<file path="src/rtl/zx_paging_unit.sv">
// Spectrum-family memory paging and divMMC automap controller.
// Decodes the 7FFD / 1FFD / E3 port writes, tracks M1 fetches for the
// divMMC automapper, and produces SDRAM / ROM addresses, the read-source
// select, the RAM write strobe, and the video / contention flags.
module zx_paging_unit #(
  parameter int RAM_BITS = 3,
  parameter bit PLUS3    = 1'b1,
  parameter bit DIVMMC   = 1'b1
) (
  input  logic                clock,
  input  logic                reset,
  input  logic                ce,
  input  logic                iorq,
  input  logic                mreq,
  input  logic                m1,
  input  logic                wr,
  input  logic                rd,
  input  logic [15:0]         a,
  input  logic [7:0]          d,
  output logic [RAM_BITS+14:0] sdrA,
  output logic [15:0]         romA,
  output logic [1:0]          src,
  output logic                ramWe,
  output logic                vduPage,
  output logic                contended,
  output logic                mapped
);

  typedef enum logic [1:0] {IDLE, ARM, ACTIVE, DISARM} autoState_t;

  autoState_t          state, nextState;
  logic [RAM_BITS-1:0] ramPage, newPage, page;
  logic [1:0]          romPage, spMode, slot;
  logic                lock, special, mapForce, mapRam;
  logic [3:0]          mapPage, bank;
  logic                ioWr, wr7ffd, wr1ffd, wrE3;
  logic                m1Fetch, entryHit, rom3Hit, exitHit, rom3Sel;
  logic [2:0]          spPage;
  logic                overlay, writable;
  logic                unusedSig;

  // rd carries no information beyond wr for this block.
  assign unusedSig = rd;

  // Page number taken from a 7FFD write; the 512K variant adds d[7:6] on top.
  if (RAM_BITS == 5) begin : gPage512
    assign newPage = {d[7:6], d[2:0]};
  end else begin : gPage128
    assign newPage = RAM_BITS'(d[2:0]);
  end

  assign ioWr    = !iorq && !wr;
  assign wr7ffd  = ioWr && !a[15] && !a[1] && !lock;
  assign wr1ffd  = PLUS3 && ioWr && (a[15:12] == 4'b0001) && !a[1] && !lock;
  assign wrE3    = DIVMMC && ioWr && (a[7:0] == 8'hE3);
  assign m1Fetch = !mreq && !m1;
  assign rom3Sel = PLUS3 ? (romPage == 2'd3) : 1'b1;
  assign entryHit = m1Fetch && (a inside {16'h0000, 16'h0008, 16'h0038,
                                          16'h0066, 16'h04C6, 16'h0562});
  assign rom3Hit  = m1Fetch && (a[15:8] == 8'h3D) && rom3Sel;
  assign exitHit  = m1Fetch && (a[15:3] == 13'h03FF);

  // Paging and divMMC control registers, loaded by port writes on ce.
  always_ff @(posedge clock) begin
    if (reset) begin
      ramPage  <= '0;
      romPage  <= '0;
      vduPage  <= 1'b0;
      lock     <= 1'b0;
      special  <= 1'b0;
      spMode   <= '0;
      mapForce <= 1'b0;
      mapRam   <= 1'b0;
      mapPage  <= '0;
    end else if (ce) begin
      if (wr7ffd) begin
        ramPage    <= newPage;
        vduPage    <= d[3];
        romPage[0] <= d[4];
        lock       <= d[5];
      end
      if (wr1ffd) begin
        special    <= d[0];
        spMode     <= d[2:1];
        romPage[1] <= d[2];
      end
      if (wrE3) begin
        mapForce <= d[7];
        mapPage  <= d[3:0];
        mapRam   <= mapRam | d[6];
      end
    end
  end

  // Automap state register.
  always_ff @(posedge clock) begin
    if (reset) begin
      state <= IDLE;
    end else if (ce) begin
      state <= nextState;
    end
  end

  // Automap next state: entry points arm until the fetch ends, the ROM3
  // 3Dxx trap maps at once, and the 1FF8-1FFF exit unmaps after its fetch.
  always_comb begin
    nextState = state;
    if (DIVMMC) begin
      case (state)
        IDLE:    if (rom3Hit) nextState = ACTIVE;
                 else if (entryHit) nextState = ARM;
        ARM:     if (rom3Hit || m1) nextState = ACTIVE;
                 else if (exitHit) nextState = IDLE;
        ACTIVE:  if (exitHit) nextState = DISARM;
        DISARM:  if (m1) nextState = IDLE;
                 else if (entryHit) nextState = ACTIVE;
        default: nextState = IDLE;
      endcase
    end
  end

  // Automap output: overlay visible while active, while disarming, or forced.
  always_comb begin
    mapped = DIVMMC && (mapForce || (state == ACTIVE) || (state == DISARM));
  end

  // Address translation, read source, write strobe and contention per access.
  always_comb begin
    slot = a[15:14];
    case (spMode)
      2'b00:   spPage = {1'b0, slot};
      2'b01:   spPage = {1'b1, slot};
      2'b10:   spPage = (slot == 2'd3) ? 3'd3 : {1'b1, slot};
      default: spPage = (slot == 2'd3) ? 3'd3 : (slot == 2'd1) ? 3'd7 : {1'b1, slot};
    endcase

    overlay   = 1'b0;
    bank      = mapPage;
    page      = '0;
    writable  = 1'b1;
    src       = 2'd2;
    contended = 1'b0;
    if (special) begin
      page      = RAM_BITS'(spPage);
      contended = spPage[2];
    end else begin
      case (slot)
        2'd0: begin
          if (mapped) begin
            overlay = 1'b1;
            if (!a[13]) begin
              // Lower 8K is esxDOS ROM, or read-only bank 3 once mapRam is set.
              bank     = 4'd3;
              writable = 1'b0;
              if (!mapRam) src = 2'd1;
            end
          end else begin
            src      = 2'd0;
            writable = 1'b0;
          end
        end
        2'd1: begin
          page      = RAM_BITS'(5);
          contended = 1'b1;
        end
        2'd2: page = RAM_BITS'(2);
        default: begin
          page      = ramPage;
          contended = ramPage[0];
        end
      endcase
    end

    sdrA = {1'b0, page, a[13:0]};
    if (overlay) begin
      sdrA                 = '0;
      sdrA[RAM_BITS+14]    = 1'b1;
      sdrA[16:13]          = bank;
      sdrA[12:0]           = a[12:0];
    end
    ramWe = !mreq && !wr && writable;
    romA  = {(PLUS3 ? romPage[1] : 1'b0), romPage[0], a[13:0]};
  end

endmodule

</file>
<file path="config.mk">
export PLATFORM = sky130hd
export DESIGN_NAME = zx_paging_unit
export DESIGN_NICKNAME = d
export VERILOG_FILES = /design/src/rtl/zx_paging_unit.sv
export SDC_FILE = /design/constraint.sdc
export NUM_CORES = 1
export LEC_CHECK = 0
export ABC_CLOCK_PERIOD_IN_PS = 2200
export BUFFER_PORTS_ARGS = -buffer_cell sky130_fd_sc_hd__clkbuf_2
export CORE_UTILIZATION = 44
export DETAILED_ROUTE_END_ITERATION = 10
export PLACE_DENSITY = 0.81
export SLEW_MARGIN = 20
export SYNTH_ARGS = -nofsm -noshare
export SYNTH_HDL_FRONTEND = slang
export SYNTH_SLANG_ARGS = --single-unit
</file>
<file path="constraint.sdc">
create_clock -name clock -period 2.2 [get_ports clock]
set_input_delay 0.33 -clock clock [delete_from_list [all_inputs] [get_ports clock]]
set_output_delay 0.33 -clock clock [all_outputs]
set_load 0.02 [all_outputs]
</file>
==> flow_metrics.py, run 1 <==
metrics = {
    "clock_network": {
        "post_cts_buffers": 0,
        "ctsResizeCount": 0,
        "cts-root-buf": "clkbuf_4",
        "numCtsBuffers": 3,
        "h-tree-depth": 1,
        "cts_tree": "yes",
        "cts_buffer_depth": 2,
        "clock_sinks": 17,
        "hold_buffers": 0,
        "clkTransAtPathRegs_ns": 0.10,
        "insertion_delay_ns": 0.29,
    },
    "timing": {
        "layout_setup_ws_ns": 0.233,
        "worst_pin_slew_ns": 0.593,
        "min_period_ns": 1.97,
        "slew_violations": 0,
        "finClkSkew_ns": 0.00563,
        "setup_viol": 0,
        "whs_ns": 0.246,
        "tns_ns": 0,
        "slew_headroom": 0.602,
        "rsz0062_at_grt": "false",
        "fmax_mhz": 508,
        "finalCritPeriodShare": 0.894,
        "finalHoldViolCount": 0,
    },
    "power_and_ir_drop": {
        "total_power_uw": 641,
        "p_per_area_mw_per_mm2": 447,
        "vdd_drop_max_v": 0.000338,
        "p_leak_nw": 0.682,
    },
    "synth": {
        "synth_area_leaders": "dfxtp_1, buf_4, nor2_1",
        "netlist_area_mm2": 0.00125,
        "async_flop_share": 0,
        "syn-num-nets": 197,
        "yosysMostFrequentCell": "buf_4",
        "synth_area_per_cell_um2": 7.61,
        "syn_inst": 165,
        "synth_cell_types": 37,
        "synth_edf_count": 0,
        "yosys_warnings": 0,
        "ys_seq_area_frac": 0.271,
        "netlist.top_cell.by_area": "dfxtp_1",
        "synthTopCellsByCount": "buf_4, nor2_1, nand2_1",
        "ys_seq_elements": 17,
        "synth_top_area_frac": 0.271,
        "ys.flop_type": "dfxtp_1",
    },
    "die": {
        "die_x_um": 55.4,
        "initial_core_util": 0.459,
        "dieArea_mm2": 0.00307,
        "row_count": 19,
        "coreArea_mm2": 0.00273,
        "ioPinCount": 72,
        "die_h_um": 55.4,
    },
    "global_routing": {
        "grt_pass1_wl_um": 4860,
        "antenna_found_initial": 0,
        "track_usage": 0.194,
        "grt_pass1_vias": 1123,
        "grt.overflow.total": 0,
        "grt_max_degree": 20,
    },
    "route": {
        "vias_per_cell": 5.34,
        "vias": 1266,
        "wire_per_inst_um": 12.7,
        "drcViolationCount": 0,
        "antenna_left": 0,
        "dr.pass1.iters": 4,
        "totalWireLength_um": 3010,
        "drt_iter0_markers": 30,
    },
    "job": {
        "max-cap-violations": 0,
    },
    "status": {
        "status": "finished, final reports clean",
    },
    "min_path": {
        "hold_class": "in2reg",
    },
    "cells_and_area": {
        "multi_input_comb_area_um2": 658,
        "synthToLayoutAreaGrowth_pct": 14.2,
        "postLayoutCellArea_mm2": 0.00143,
        "fin_nets": 239,
        "drive_above_1_share": 0.393,
        "fillers": 281,
        "seq_area_um2": 340,
        "diodes": 0,
    },
    "place": {
        "postPlaceCellArea_mm2": 0.00141,
        "port_buffers": 70,
        "dp_slack_ns": 0.260,
        "hpwl_um": 2340,
        "gp_congestion": 0.869,
    },
    "critical_path": {
        "worstSetupStartpointType": "flip-flop",
        "path_class": "reg2out",
        "cp.required_ns": 1.87,
        "worstPathArrival_ns": 1.64,
        "endpoint_kind": "primary output",
        "cp_max_fo": 8,
    },
}
## layer usage
layer | routed length [um] | share of wire | vias to the layer above | global-route usage
met5 | 0 | 0 | - | 0
met4 | 43 | 0.014 | 0 | 0.0643
met3 | 168 | 0.056 | 7 | 0.0211
met2 | 1500 | 0.50 | 59 | 0.356
met1 | 1300 | 0.43 | 567 | 0.234
li1 | - | - | 633 | -
## cell type report
cell class,count,share of cell area
clock buffers,4,0.0183
inverters,3,0.00786
multi-input cells,111,0.459
flip-flops and latches,17,0.238
well taps,31,0.0271
repair buffers,71,0.250
## path summary, 6_finish.rpt
kind	endpoint	slack (ns)	from	cells past startpoint
worst min-delay path	romPage[0]$_SDFFE_PP0P_	0.25	d[4]	3
worst max register to register	state[0]$_SDFFE_PP0P_	0.51	state[1]$_SDFFE_PP0P_	5
worst min register to register	vduPage$_SDFFE_PP0P_	0.46	vduPage$_SDFFE_PP0P_	2
worst max-delay path	sdrA[13]	0.23	state[1]$_SDFFE_PP0P_	7
## per-stage QoR
step | instances | utilization
after floorplan | 165 | -
after global placement | 233 | 0.514
after detailed placement | 233 | 0.514
after CTS | 237 | 0.524
after global routing | 237 | 0.524
final | 237 | 0.524
## state kept, by name, indices dropped and copies added (netlist names)
register and count:
mapRam 1, spMode 1, romPage 2, mapPage 4, special 1, mapForce 1, state 2, ramPage 3
vduPage 1, lock 1
## report_power, final
| part | internal (mW) | leakage [nW] | switching, mW | total, mW |
|---|---|---|---|---|
| sequential | 0.309 | 0.137 | 0.000869 | 0.310 |
| clock | 0.0706 | 0.0150 | 0.0965 | 0.167 |
| combinational | 0.0567 | 0.530 | 0.107 | 0.164 |
## worst max-delay path, stage by stage, from the launching register on
cell	delay, ns
dfxtp_1	0.40
or2_2	0.34
nand2_1	0.11
inv_1	0.11
nand2_1	0.08
nor2_1	0.04
nor2_1	0.09
clkbuf_2	0.17
## cell families (layout without fill, tap and decap cells)
logic type             count (synthesis)  after routing  share of synthesized area
AOI/OAI and AO/OA                     28             28                      0.150
buffers and inverters                 37             78                      0.204
DFF                                   17             17                      0.271
muxes                                  8              8                     0.0638
and+or+nand+nor                       75             75                      0.311
## cell usage in the layout (no fill, tap or decap), drive strengths merged, types with 2 or more instances in the layout
cell type / synthesis / routed
a21oi: 12 / 12
a31oi: 2 / 2
and3: 2 / 2
clkbuf: 3 / 74
dfxtp: 17 / 17
inv: 3 / 3
mux2i: 8 / 8
nand2: 18 / 18
nand2b: 4 / 4
nand3: 8 / 8
nand4: 3 / 3
nor2: 22 / 22
nor3: 6 / 6
nor4bb: 2 / 2
o21ai: 8 / 8
or4b: 2 / 2
Power figures use the tool's default switching activity.
==> run 2: changes to the inputs <==
==> config.mk (replaced) <==
export PLATFORM = sky130hd
export DESIGN_NAME = zx_paging_unit
export DESIGN_NICKNAME = d
export VERILOG_FILES = /design/src/rtl/zx_paging_unit.sv
export SDC_FILE = /design/constraint.sdc
export NUM_CORES = 1
export LEC_CHECK = 0
export ABC_CLOCK_PERIOD_IN_PS = 2350
export BUFFER_PORTS_ARGS = -buffer_cell sky130_fd_sc_hd__clkbuf_2
export CORE_UTILIZATION = 45
export DETAILED_ROUTE_END_ITERATION = 10
export PLACE_DENSITY = 0.83
export SYNTH_ARGS = -nofsm -noshare
export SYNTH_HDL_FRONTEND = slang
export SYNTH_SLANG_ARGS = --single-unit
==> constraint.sdc (replaced) <==
create_clock -name clock -period 2.35 [get_ports clock]
set_input_delay 0.235 -clock clock [delete_from_list [all_inputs] [get_ports clock]]
set_output_delay 0.235 -clock clock [all_outputs]
set_load 0.02 [all_outputs]
==> run 2 against run 1 <==
  * Count of clock-buffer cells in the layout stayed put
  * First-iteration DRC count is 20% lower
  * Sequential cell count stayed put
  * Design area is 0.61% lower
  * Routed wire length is 5.3% lower
  * Sequential share of layout area is 0.15 points higher
  * Worst hold slack worse by 0.089 ns
  * Critical path depth is 1 lower
  * Global-route usage is 0.43 points higher
  * Combinational power is 8% lower
  * Via count is 0.47% higher
  * Non-clock buffer count is 1 lower
==> flow_metrics.py, run 2 (synthesis results as in run 1) <==
metrics = {
    "critical_path": {
        "cp.required_ns": 2.12,
        "critical_path.cell_chain": "nor3_1 -> nand2_1 -> inv_1 -> nand3_1 -> o21ai_0 -> clkbuf_2",
        "crit_path_top_delay_cell": "dfxtp_1",
        "cp_max_fo": 7,
        "worstSetupStartpointType": "flip-flop",
        "worstPathArrival_ns": 1.71,
        "path_class": "reg2out",
        "endpoint_kind": "primary output",
        "slowest_delay_ns": 0.37,
    },
    "route": {
        "vias_per_cell": 5.41,
        "dr.pass1.iters": 4,
        "antenna_left": 0,
        "drcViolationCount": 0,
        "wire_per_inst_um": 12.1,
        "drt_iter0_markers": 24,
        "vias": 1272,
        "totalWireLength_um": 2850,
    },
    "timing": {
        "slew_violations": 0,
        "worst_pin_slew_ns": 0.569,
        "fmax_mhz": 513,
        "layout_setup_ws_ns": 0.400,
        "rsz0062_at_grt": "false",
        "slew_headroom": 0.619,
        "finalCritPeriodShare": 0.830,
        "tns_ns": 0,
        "finClkSkew_ns": 0.00248,
        "finalHoldViolCount": 0,
        "min_period_ns": 1.95,
        "whs_ns": 0.158,
        "setup_viol": 0,
    },
    "die": {
        "ioPinCount": 72,
        "coreArea_mm2": 0.00254,
        "dieArea_mm2": 0.00300,
        "die_x_um": 54.8,
        "initial_core_util": 0.493,
        "row_count": 18,
        "die_h_um": 54.8,
    },
    "cells_and_area": {
        "largestRegisters": "mapPage (4), ramPage (3)",
        "fillers": 276,
        "mostFrequentLayoutCell": "clkbuf_2",
        "diodes": 0,
        "fin_nets": 238,
        "regMostFlops": "mapPage",
        "seq_area_um2": 340,
        "final_cell_mix": "clkbuf_2, nor2_1, nand2_1",
        "multi_input_comb_area_um2": 658,
        "largest_register_ffs": 4,
        "stdcell_count": 235,
        "synthToLayoutAreaGrowth_pct": 13.5,
        "drive_above_1_share": 0.390,
    },
    "clock_network": {
        "cts-root-buf": "clkbuf_4",
        "hold_buffers": 0,
        "cts_buffer_depth": 2,
        "insertion_delay_ns": 0.29,
        "cts_tree": "yes",
        "clkTransAtPathRegs_ns": 0.09,
        "numCtsBuffers": 3,
        "h-tree-depth": 1,
        "post_cts_buffers": 0,
        "clock_sinks": 17,
        "ctsResizeCount": 0,
    },
    "power_and_ir_drop": {
        "vdd_drop_max_v": 0.000388,
        "p_per_area_mw_per_mm2": 420,
        "p_leak_nw": 0.677,
    },
    "place": {
        "dp_slack_ns": 0.521,
        "gp_congestion": 0.837,
        "dp.cells": 231,
        "hpwl_um": 2300,
        "port_buffers": 70,
    },
    "global_routing": {
        "grt_pass1_vias": 1045,
        "grt_max_degree": 20,
        "grt.overflow.total": 0,
        "antenna_found_initial": 0,
        "grt_pass1_wl_um": 4250,
        "track_usage": 0.199,
    },
    "status": {
        "status": "finished, final reports clean",
    },
    "min_path": {
        "hold_class": "in2reg",
    },
    "job": {
        "max-cap-violations": 0,
    },
}
run 2: cell types whose count changed in the layout (fill, tap and decap cells not counted), sizes merged:
cell / delta
buf: -1
run 2: metal layers:
layer	global-route usage	up-vias	wire (um)
met3	0.0194	7	241
met1	0.214	575	1150
met4	0.0897	0	62
met2	0.380	58	1400
met5	0	-	0
li1	-	632	-
run 2: worst paths after layout:
path / from / endpoint / slack, ns / cells after the start
hold / removal: d[4] / romPage[0]$_SDFFE_PP0P_ / 0.16 / 3
setup / recovery: special$_SDFFE_PP0P_ / sdrA[15] / 0.40 / 6
setup reg to reg: state[1]$_SDFFE_PP0P_ / state[0]$_SDFFE_PP0P_ / 0.66 / 5
hold reg to reg: ramPage[2]$_SDFFE_PP0P_ / ramPage[2]$_SDFFE_PP0P_ / 0.46 / 2
run 2: power by group:
part	total [mW]	leakage (nW)	switching (mW)	internal (mW)
clock network	0.157	0.0150	0.0909	0.0661
registers	0.290	0.137	0.000791	0.289
logic	0.151	0.525	0.0991	0.0520
total	0.598	0.677	0.191	0.407
run 2: worst max-delay path, delay by kind of cell, from the launching register on:
kind	cells	cell delay, ns
AOI/OAI and AO/OA	1	0.10
DFF	1	0.37
and+or+nand+nor	3	0.59
buffers and inverters	2	0.36
run 2: cell type report:
| cell class | instances | area share |
|---|---|---|
| clock buffer | 4 | 0.0185 |
| inverter | 3 | 0.00791 |
| timing repair buffer | 70 | 0.246 |
| sequential | 17 | 0.239 |
| multi-input combinational | 111 | 0.462 |
| tap | 30 | 0.0264 |
run 2: metrics by stage:
stage | total power, mW | util | area [um^2]
floorplan | 0.408 | - | 1250
global placement | 0.447 | 0.549 | 1400
detailed placement | 0.449 | 0.549 | 1400
CTS | 0.601 | 0.559 | 1420
global route | 0.632 | 0.559 | 1420
finish | 0.598 | 0.559 | 1420
